===== src/rtl/uno_seq.sv =====
// uno_seq: handshaked MAC / division / exp2 / log2 processing element built around one shared signed multiplier.
// Optional macro UNO_SEQ_ROUND_EN: round half up on every >>> FW step of POLY and of the div SCALE.
module uno_seq #(
    parameter int DW    = 12,
    parameter int FW    = 8,
    parameter int TERMS = 4,
    parameter int AW    = 2*DW
) (
    input  logic                     clk,
    input  logic                     rst,
    input  logic                     in_valid,
    output logic                     in_ready,
    input  logic [1:0]               op,
    input  logic signed [DW-1:0]     x,
    input  logic signed [DW-1:0]     y,
    input  logic signed [AW-1:0]     z,
    input  logic                     acc_en,
    input  logic                     coef_we,
    input  logic [1:0]               coef_op,
    input  logic [$clog2(TERMS)-1:0] coef_idx,
    input  logic signed [DW-1:0]     coef_data,
    output logic                     out_valid,
    input  logic                     out_ready,
    output logic signed [AW-1:0]     out_data,
    output logic                     out_err
);
    localparam int IW  = $clog2(TERMS);
    localparam int SW0 = $clog2(DW) + 2;
    localparam int SW  = (SW0 > DW-FW+1) ? SW0 : DW-FW+1;

    localparam logic [1:0] OP_MAC = 2'b00;
    localparam logic [1:0] OP_DIV = 2'b01;
    localparam logic [1:0] OP_EXP = 2'b10;

    localparam logic signed [AW-1:0] MAX_V = {1'b0, {(AW-1){1'b1}}};
    localparam logic signed [AW-1:0] MIN_V = {1'b1, {(AW-1){1'b0}}};

`ifdef UNO_SEQ_ROUND_EN
    localparam logic signed [2*AW-1:0] RND = (2*AW)'(1) <<< (FW-1);
`else
    localparam logic signed [2*AW-1:0] RND = '0;
`endif

    typedef enum logic [2:0] {S_IDLE, S_NORM, S_POLY, S_SCALE, S_DONE} state_t;

    state_t                state_q, state_d;
    logic [1:0]            op_q, op_d;
    logic signed [DW-1:0]  x_q, x_d, y_q, y_d;
    logic signed [AW-1:0]  acc_q, acc_d, accReg_q, accReg_d;
    logic signed [AW-1:0]  v_q, v_d, out_q, out_d;
    logic signed [SW-1:0]  e_q, e_d;
    logic                  err_q, err_d;
    logic [IW-1:0]         k_q, k_d;

    // Banks 0..2 hold the div, exp2 and log2 coefficient sets
    logic signed [DW-1:0]  coef_q [0:2][0:TERMS-1];
    logic signed [DW-1:0]  snap_q [0:TERMS-1];

    logic                   accept;
    logic [1:0]             wrBank, rdBank;
    logic signed [AW-1:0]   mulA, mulB;
    logic signed [2*AW-1:0] mulP;
    logic signed [AW-1:0]   macRes, xNorm, vNorm, vExp, divR, scaled;
    logic signed [SW-1:0]   eNorm, xiExp;
    int                     lead;

    function automatic logic signed [AW-1:0] scaleDown(input logic signed [2*AW-1:0] p);
        logic signed [2*AW-1:0] t;
        t = (p + RND) >>> FW;
        return t[AW-1:0];
    endfunction

    assign in_ready  = (state_q == S_IDLE) || (state_q == S_DONE && out_ready);
    assign accept    = in_valid && in_ready;
    assign out_valid = (state_q == S_DONE);
    assign out_data  = out_q;
    assign out_err   = err_q;
    assign wrBank    = coef_op - 2'd1;
    assign rdBank    = op - 2'd1;

    // The single multiplier: MAC product at accept, Horner step in POLY, y scaling in SCALE
    always_comb begin
        mulA = AW'(x);
        mulB = AW'(y);
        if (state_q == S_POLY) begin
            mulA = acc_q;
            mulB = v_q;
        end else if (state_q == S_SCALE) begin
            mulA = acc_q;
            mulB = AW'(y_q);
        end
    end

    assign mulP   = mulA * mulB;
    assign macRes = mulP[AW-1:0] + (acc_en ? accReg_q : z);

    always_comb begin
        lead = 0;
        for (int i = 0; i < DW; i++) begin
            if (x_q[i]) lead = i;
        end
        if (lead >= FW-1) xNorm = AW'(x_q) >>> (lead - (FW-1));
        else              xNorm = AW'(x_q) <<< ((FW-1) - lead);
        vNorm = (AW'(3) <<< (FW-2)) - xNorm;
        eNorm = SW'(lead - (FW-1));
        vExp  = AW'({1'b0, x_q[FW-1:0]});
        xiExp = SW'($signed(x_q[DW-1:FW]));
    end

    // e_q carries the exponent for div/log and the integer part xi for exp2
    always_comb begin
        divR   = scaleDown(mulP);
        scaled = acc_q;
        if (op_q == OP_DIV) begin
            if (!e_q[SW-1] && e_q != '0) scaled = divR >>> e_q;
            else                         scaled = divR <<< (-e_q);
        end else if (op_q == OP_EXP) begin
            if (!e_q[SW-1]) scaled = acc_q <<< e_q;
            else            scaled = acc_q >>> (-e_q);
        end else begin
            scaled = acc_q + (AW'(e_q) <<< FW);
        end
    end

    always_comb begin
        state_d  = state_q;
        op_d     = op_q;
        x_d      = x_q;
        y_d      = y_q;
        acc_d    = acc_q;
        accReg_d = accReg_q;
        v_d      = v_q;
        e_d      = e_q;
        k_d      = k_q;
        out_d    = out_q;
        err_d    = err_q;
        case (state_q)
            S_NORM: begin
                acc_d = AW'(snap_q[TERMS-1]);
                k_d   = IW'(TERMS-2);
                if (op_q == OP_EXP) begin
                    v_d     = vExp;
                    e_d     = xiExp;
                    state_d = S_POLY;
                end else if (x_q[DW-1] || x_q == '0) begin
                    err_d   = 1'b1;
                    out_d   = (op_q == OP_DIV) ? MAX_V : MIN_V;
                    state_d = S_DONE;
                end else begin
                    v_d     = vNorm;
                    e_d     = eNorm;
                    state_d = S_POLY;
                end
            end
            S_POLY: begin
                acc_d = scaleDown(mulP) + AW'(snap_q[k_q]);
                if (k_q == '0) state_d = S_SCALE;
                else           k_d = k_q - IW'(1);
            end
            S_SCALE: begin
                out_d   = scaled;
                state_d = S_DONE;
            end
            S_DONE: begin
                if (out_ready) state_d = S_IDLE;
            end
            default: ;
        endcase
        // A new accept overrides the DONE->IDLE step so back-to-back ops chain without a bubble
        if (accept) begin
            op_d  = op;
            x_d   = x;
            y_d   = y;
            err_d = 1'b0;
            if (op == OP_MAC) begin
                out_d    = macRes;
                accReg_d = macRes;
                state_d  = S_DONE;
            end else begin
                state_d = S_NORM;
            end
        end
    end

    always_ff @(posedge clk) begin
        if (rst) begin
            state_q  <= S_IDLE;
            op_q     <= OP_MAC;
            x_q      <= '0;
            y_q      <= '0;
            acc_q    <= '0;
            accReg_q <= '0;
            v_q      <= '0;
            e_q      <= '0;
            k_q      <= '0;
            out_q    <= '0;
            err_q    <= 1'b0;
        end else begin
            state_q  <= state_d;
            op_q     <= op_d;
            x_q      <= x_d;
            y_q      <= y_d;
            acc_q    <= acc_d;
            accReg_q <= accReg_d;
            v_q      <= v_d;
            e_q      <= e_d;
            k_q      <= k_d;
            out_q    <= out_d;
            err_q    <= err_d;
        end
    end

    // The op works from a snapshot taken at accept, so a same-edge write is not seen by it
    always_ff @(posedge clk) begin
        if (rst) begin
            for (int b = 0; b < 3; b++) begin
                for (int t = 0; t < TERMS; t++) coef_q[b][t] <= '0;
            end
            for (int t = 0; t < TERMS; t++) snap_q[t] <= '0;
        end else begin
            if (coef_we && state_q == S_IDLE && coef_op != OP_MAC)
                coef_q[wrBank][coef_idx] <= coef_data;
            if (accept && op != OP_MAC) begin
                for (int t = 0; t < TERMS; t++) snap_q[t] <= coef_q[rdBank][t];
            end
        end
    end

endmodule

===== config.mk =====
export PLATFORM = sky130hd
export DESIGN_NAME = uno_seq
export DESIGN_NICKNAME = d
export VERILOG_FILES = /design/src/rtl/uno_seq.sv
export SDC_FILE = /design/constraint.sdc
export NUM_CORES = 2
export LEC_CHECK = 0
export CORE_MARGIN = 3
export CORE_UTILIZATION = 50
export CTS_CLUSTER_DIAMETER = 30
export DETAILED_ROUTE_END_ITERATION = 8
export MAX_ROUTING_LAYER = met4
export PLACE_DENSITY = 0.77
export SLEW_MARGIN = 20
export SYNTH_ARGS = -nofsm -noshare
export SYNTH_HDL_FRONTEND = slang
export SYNTH_SLANG_ARGS = --single-unit

===== constraint.sdc =====
create_clock -name clk -period 15.3 [get_ports clk]
set_clock_uncertainty 0.05 [all_clocks]
set_input_delay 3.825 -clock clk [delete_from_list [all_inputs] [get_ports clk]]
set_output_delay 3.825 -clock clk [all_outputs]
set_load 0.01 [all_outputs]

==> results.sh <==
export IMPL_num_io_pins=99
export IMPL_vias_per_cell=6.30
export IMPL_fin_crit_sh_pct=90.2
export IMPL_slew_headroom_pct=19.3
export IMPL_drive_gt1_share_pct=9.89
export IMPL_yosysWarnings=0
export IMPL_antenna_found_initial=7
export IMPL_clk_pin_slew_ns=0.05
export IMPL_insertion_delay_ns=0.63
export IMPL_synth_adder_area_share_pct=24.8
export IMPL_slowest_stage="a21oi_1"
export IMPL_cp_top_family="adder cells"
export IMPL_critPathRequiredTime_ns=15.75
export IMPL_synth_top_area_share_pct=19.1
export IMPL_met2_length_mm=63.7
export IMPL_synth_nets=5252
export IMPL_tritoncts="yes"
export IMPL_grt_pass1_vias=35800
export IMPL_grt_overflow=0
export IMPL_io_buffers=98
export IMPL_syn_avg_cell_area_um2=8.74
export IMPL_cp_arrival_ns=14.26
export IMPL_yosysUniqueCellTypes=92
export IMPL_cts_hold_buf=0
export IMPL_highest_signal_layer="met4"
export IMPL_fin_tns_setup_ns=0
export IMPL_synth_top_family_by_area="adder cells"
export IMPL_cts_htree_levels=3
export IMPL_area_delta_synth_final_pct=11.6
export IMPL_rows=103
export IMPL_place_hpwl_mm=108
export IMPL_cpMostUsedCell="fa_1"
export IMPL_drv_slew=0
export IMPL_wirelength_mm=142
export IMPL_synth_simple_area_share_pct=16.3
export IMPL_syn_inst=4611
export IMPL_dr_total_vias=36000
export IMPL_fmax_mhz=72.4
export IMPL_status="finished, final reports clean"
export IMPL_initialDrtViolationCount=4236
export IMPL_ant_nets=0
export IMPL_ys_ff_latch=376
export IMPL_hp_class="reg2reg"
export IMPL_synth_top_cells_by_area="fa_1 19%, edfxtp_1 18%, dfxtp_1 6.8%"
export IMPL_ys_seq_area_share_pct=24.6
export IMPL_clock_sinks=376
export IMPL_layout_min_cycle_time_ns=13.80
export IMPL_drc=0
export IMPL_core_area_um2=79400
export IMPL_wl_per_cell_um=24.9
export IMPL_grt_max_degree=71
export IMPL_yosys_area_share_xor_xnor_pct=2.60
export IMPL_path_max_fanout=11
export IMPL_maxCapViolations=0
export IMPL_die_area_um2=84100
export IMPL_synth_edf_count=240
export IMPL_cts_root_buffer="clkbuf_16"
export IMPL_worst_pin_slew_ns=1.21
export IMPL_yosys_most_used_dff="edfxtp_1"
export IMPL_post_cts_repair_setup_buffers=0
export IMPL_synth_area_leader_cell="fa_1"
export IMPL_cts_buffer_depth=3
export IMPL_hold_viol=0
export IMPL_grt_use_total_pct=34.3
export IMPL_rsz0062_at_grt="no"
export IMPL_synth_compound_gate_area_share_pct=15.0
export IMPL_setup_worst_path_class="in2reg"
export IMPL_place_gp_congestion=1.07
export IMPL_setup_viol=0
export IMPL_final_nets=5245
export IMPL_m1WireLength_mm=52.8
export IMPL_die_h_um=290
export IMPL_cts_buffers_inserted=69
export IMPL_cp_buffers_inverters=6
export IMPL_synthMuxAreaShare_pct=8.68
export IMPL_grt_first_pass_wirelength_mm=217
export IMPL_syn_cell_area_um2=40300
export IMPL_critPathMaxStageDelay_ns=0.95
export IMPL_dieWidth_um=290
export IMPL_start_util_pct=50.8
export IMPL_cts_resized=0
export IMPL_drtPass1Iterations=6
export IMPL_endpoint_kind="flip-flop"
export IMPL_worst_setup_path_start_kind="input pin"
export IMPL_async_flop_share_pct=0
export IMPL_dr_wl_met3_mm=16.4
==> through the flow <==
step                utilization (%)  worst slack (ns)  hold slack (ns)  std cells  instance area, um^2
detailed placement             53.5              1.09            0.393       5583                42500
floorplan                         -              2.63            0.368       4611                40300
global placement               53.5              1.12            0.379       5583                42500
finish                         56.7              1.50            0.397       5716                45000
global route                   56.7              1.00            0.419       5715                45000
CTS                            56.7              1.69            0.399       5709                45000
==> synth_stat cells (19+ instances only) <==
cell type	n
inv_1	541
nor2b_1	35
o211ai_1	30
xor2_1	27
o31ai_1	21
or2_2	26
o21a_1	34
nor3_1	74
nor2_1	610
xnor2_1	80
nand3_1	40
edfxtp_1	240
fa_1	384
mux2_2	58
a21oi_1	316
and3_1	63
and2_1	27
nand2b_1	49
a31oi_1	45
clkbuf_1	248
mux4_2	87
a21o_1	57
mux2i_1	83
ha_1	185
a211oi_1	70
buf_1	27
dfxtp_1	136
o21ai_0	182
nand2_1	543
o22ai_1	19
==> area by class of cell <==
class	count	area, um^2
tap	1050	1310
timing repair buffer	220	1890
inverter	546	2050
sequential	376	9940
clock buffer	76	1800
clock inverter	50	704
fill	7014	34400
antenna	7	17.5
multi-input combinational	3391	27300
==> cell usage in the layout (no fill, tap or decap), drive strengths merged, types with 30 or more instances in the layout <==
master | netlist | layout
a211oi | 71 | 71
a21o | 57 | 57
a21oi | 320 | 320
a31oi | 45 | 45
and3 | 63 | 63
buf | 49 | 124
clkbuf | 248 | 76
clkdlybuf4s50 | 0 | 96
dfxtp | 136 | 136
edfxtp | 240 | 240
fa | 384 | 384
ha | 185 | 185
inv | 544 | 555
mux2 | 60 | 60
mux2i | 85 | 85
mux4 | 87 | 87
nand2 | 543 | 543
nand2b | 49 | 49
nand3 | 40 | 40
nor2 | 610 | 610
nor2b | 36 | 36
nor3 | 74 | 74
o211ai | 30 | 30
o21a | 34 | 34
o21ai | 192 | 192
xnor2 | 80 | 80
==> worst reg2reg max path: cells and delay by family, from the launching register on <==
family,cells,cell delay (ns)
compound gates,13,4.21
xor+xnor,1,0.09
fa+ha+maj,9,4.38
buf+inv,5,0.54
flops,1,0.58
simple gates,4,1.56
==> layer usage <==
metal / vias to the layer above / global-route usage (%)
met4: 0 / 19.2
met5: - / -
met2: 2272 / 51.3
met1: 17500 / 42.7
li1: 15700 / -
met3: 502 / 8.60
==> cells by family (layout without fill, tap and decap cells) <==
kind of cell | count (synthesis) | count (layout)
mux | 232 | 232
other cells | 0 | 7
buf+inv | 844 | 892
xor+xnor | 112 | 112
compound gates | 953 | 953
simple gates | 1524 | 1524
fa+ha+maj | 570 | 570
flops | 376 | 376
==> sequential cells by signal, summed over array words and instances, names as in the netlist, 3 cells and up, named ones only <==
register / cells
v_q: 24
x_q: 12
accReg_q: 24
state_q: 3
snap_q: 48
coef_q: 192
y_q: 12
acc_q: 24
out_data: 24
e_q: 6
==> worst paths after layout <==
check	startpoint	cells past startpoint	slack [ns]	end
worst min register to register	accReg_q[12]	2	0.40	accReg_q[12]
worst max register to register	state_q[1]	32	3.80	acc_q[23]
worst max-delay path	x[11]	32	1.50	acc_q[23]
worst min-delay path	accReg_q[12]	2	0.40	accReg_q[12]
Power is left out: the tool's default activity adds up to more than one toggle a clock period on the data nets, which glitch-free logic cannot reach.
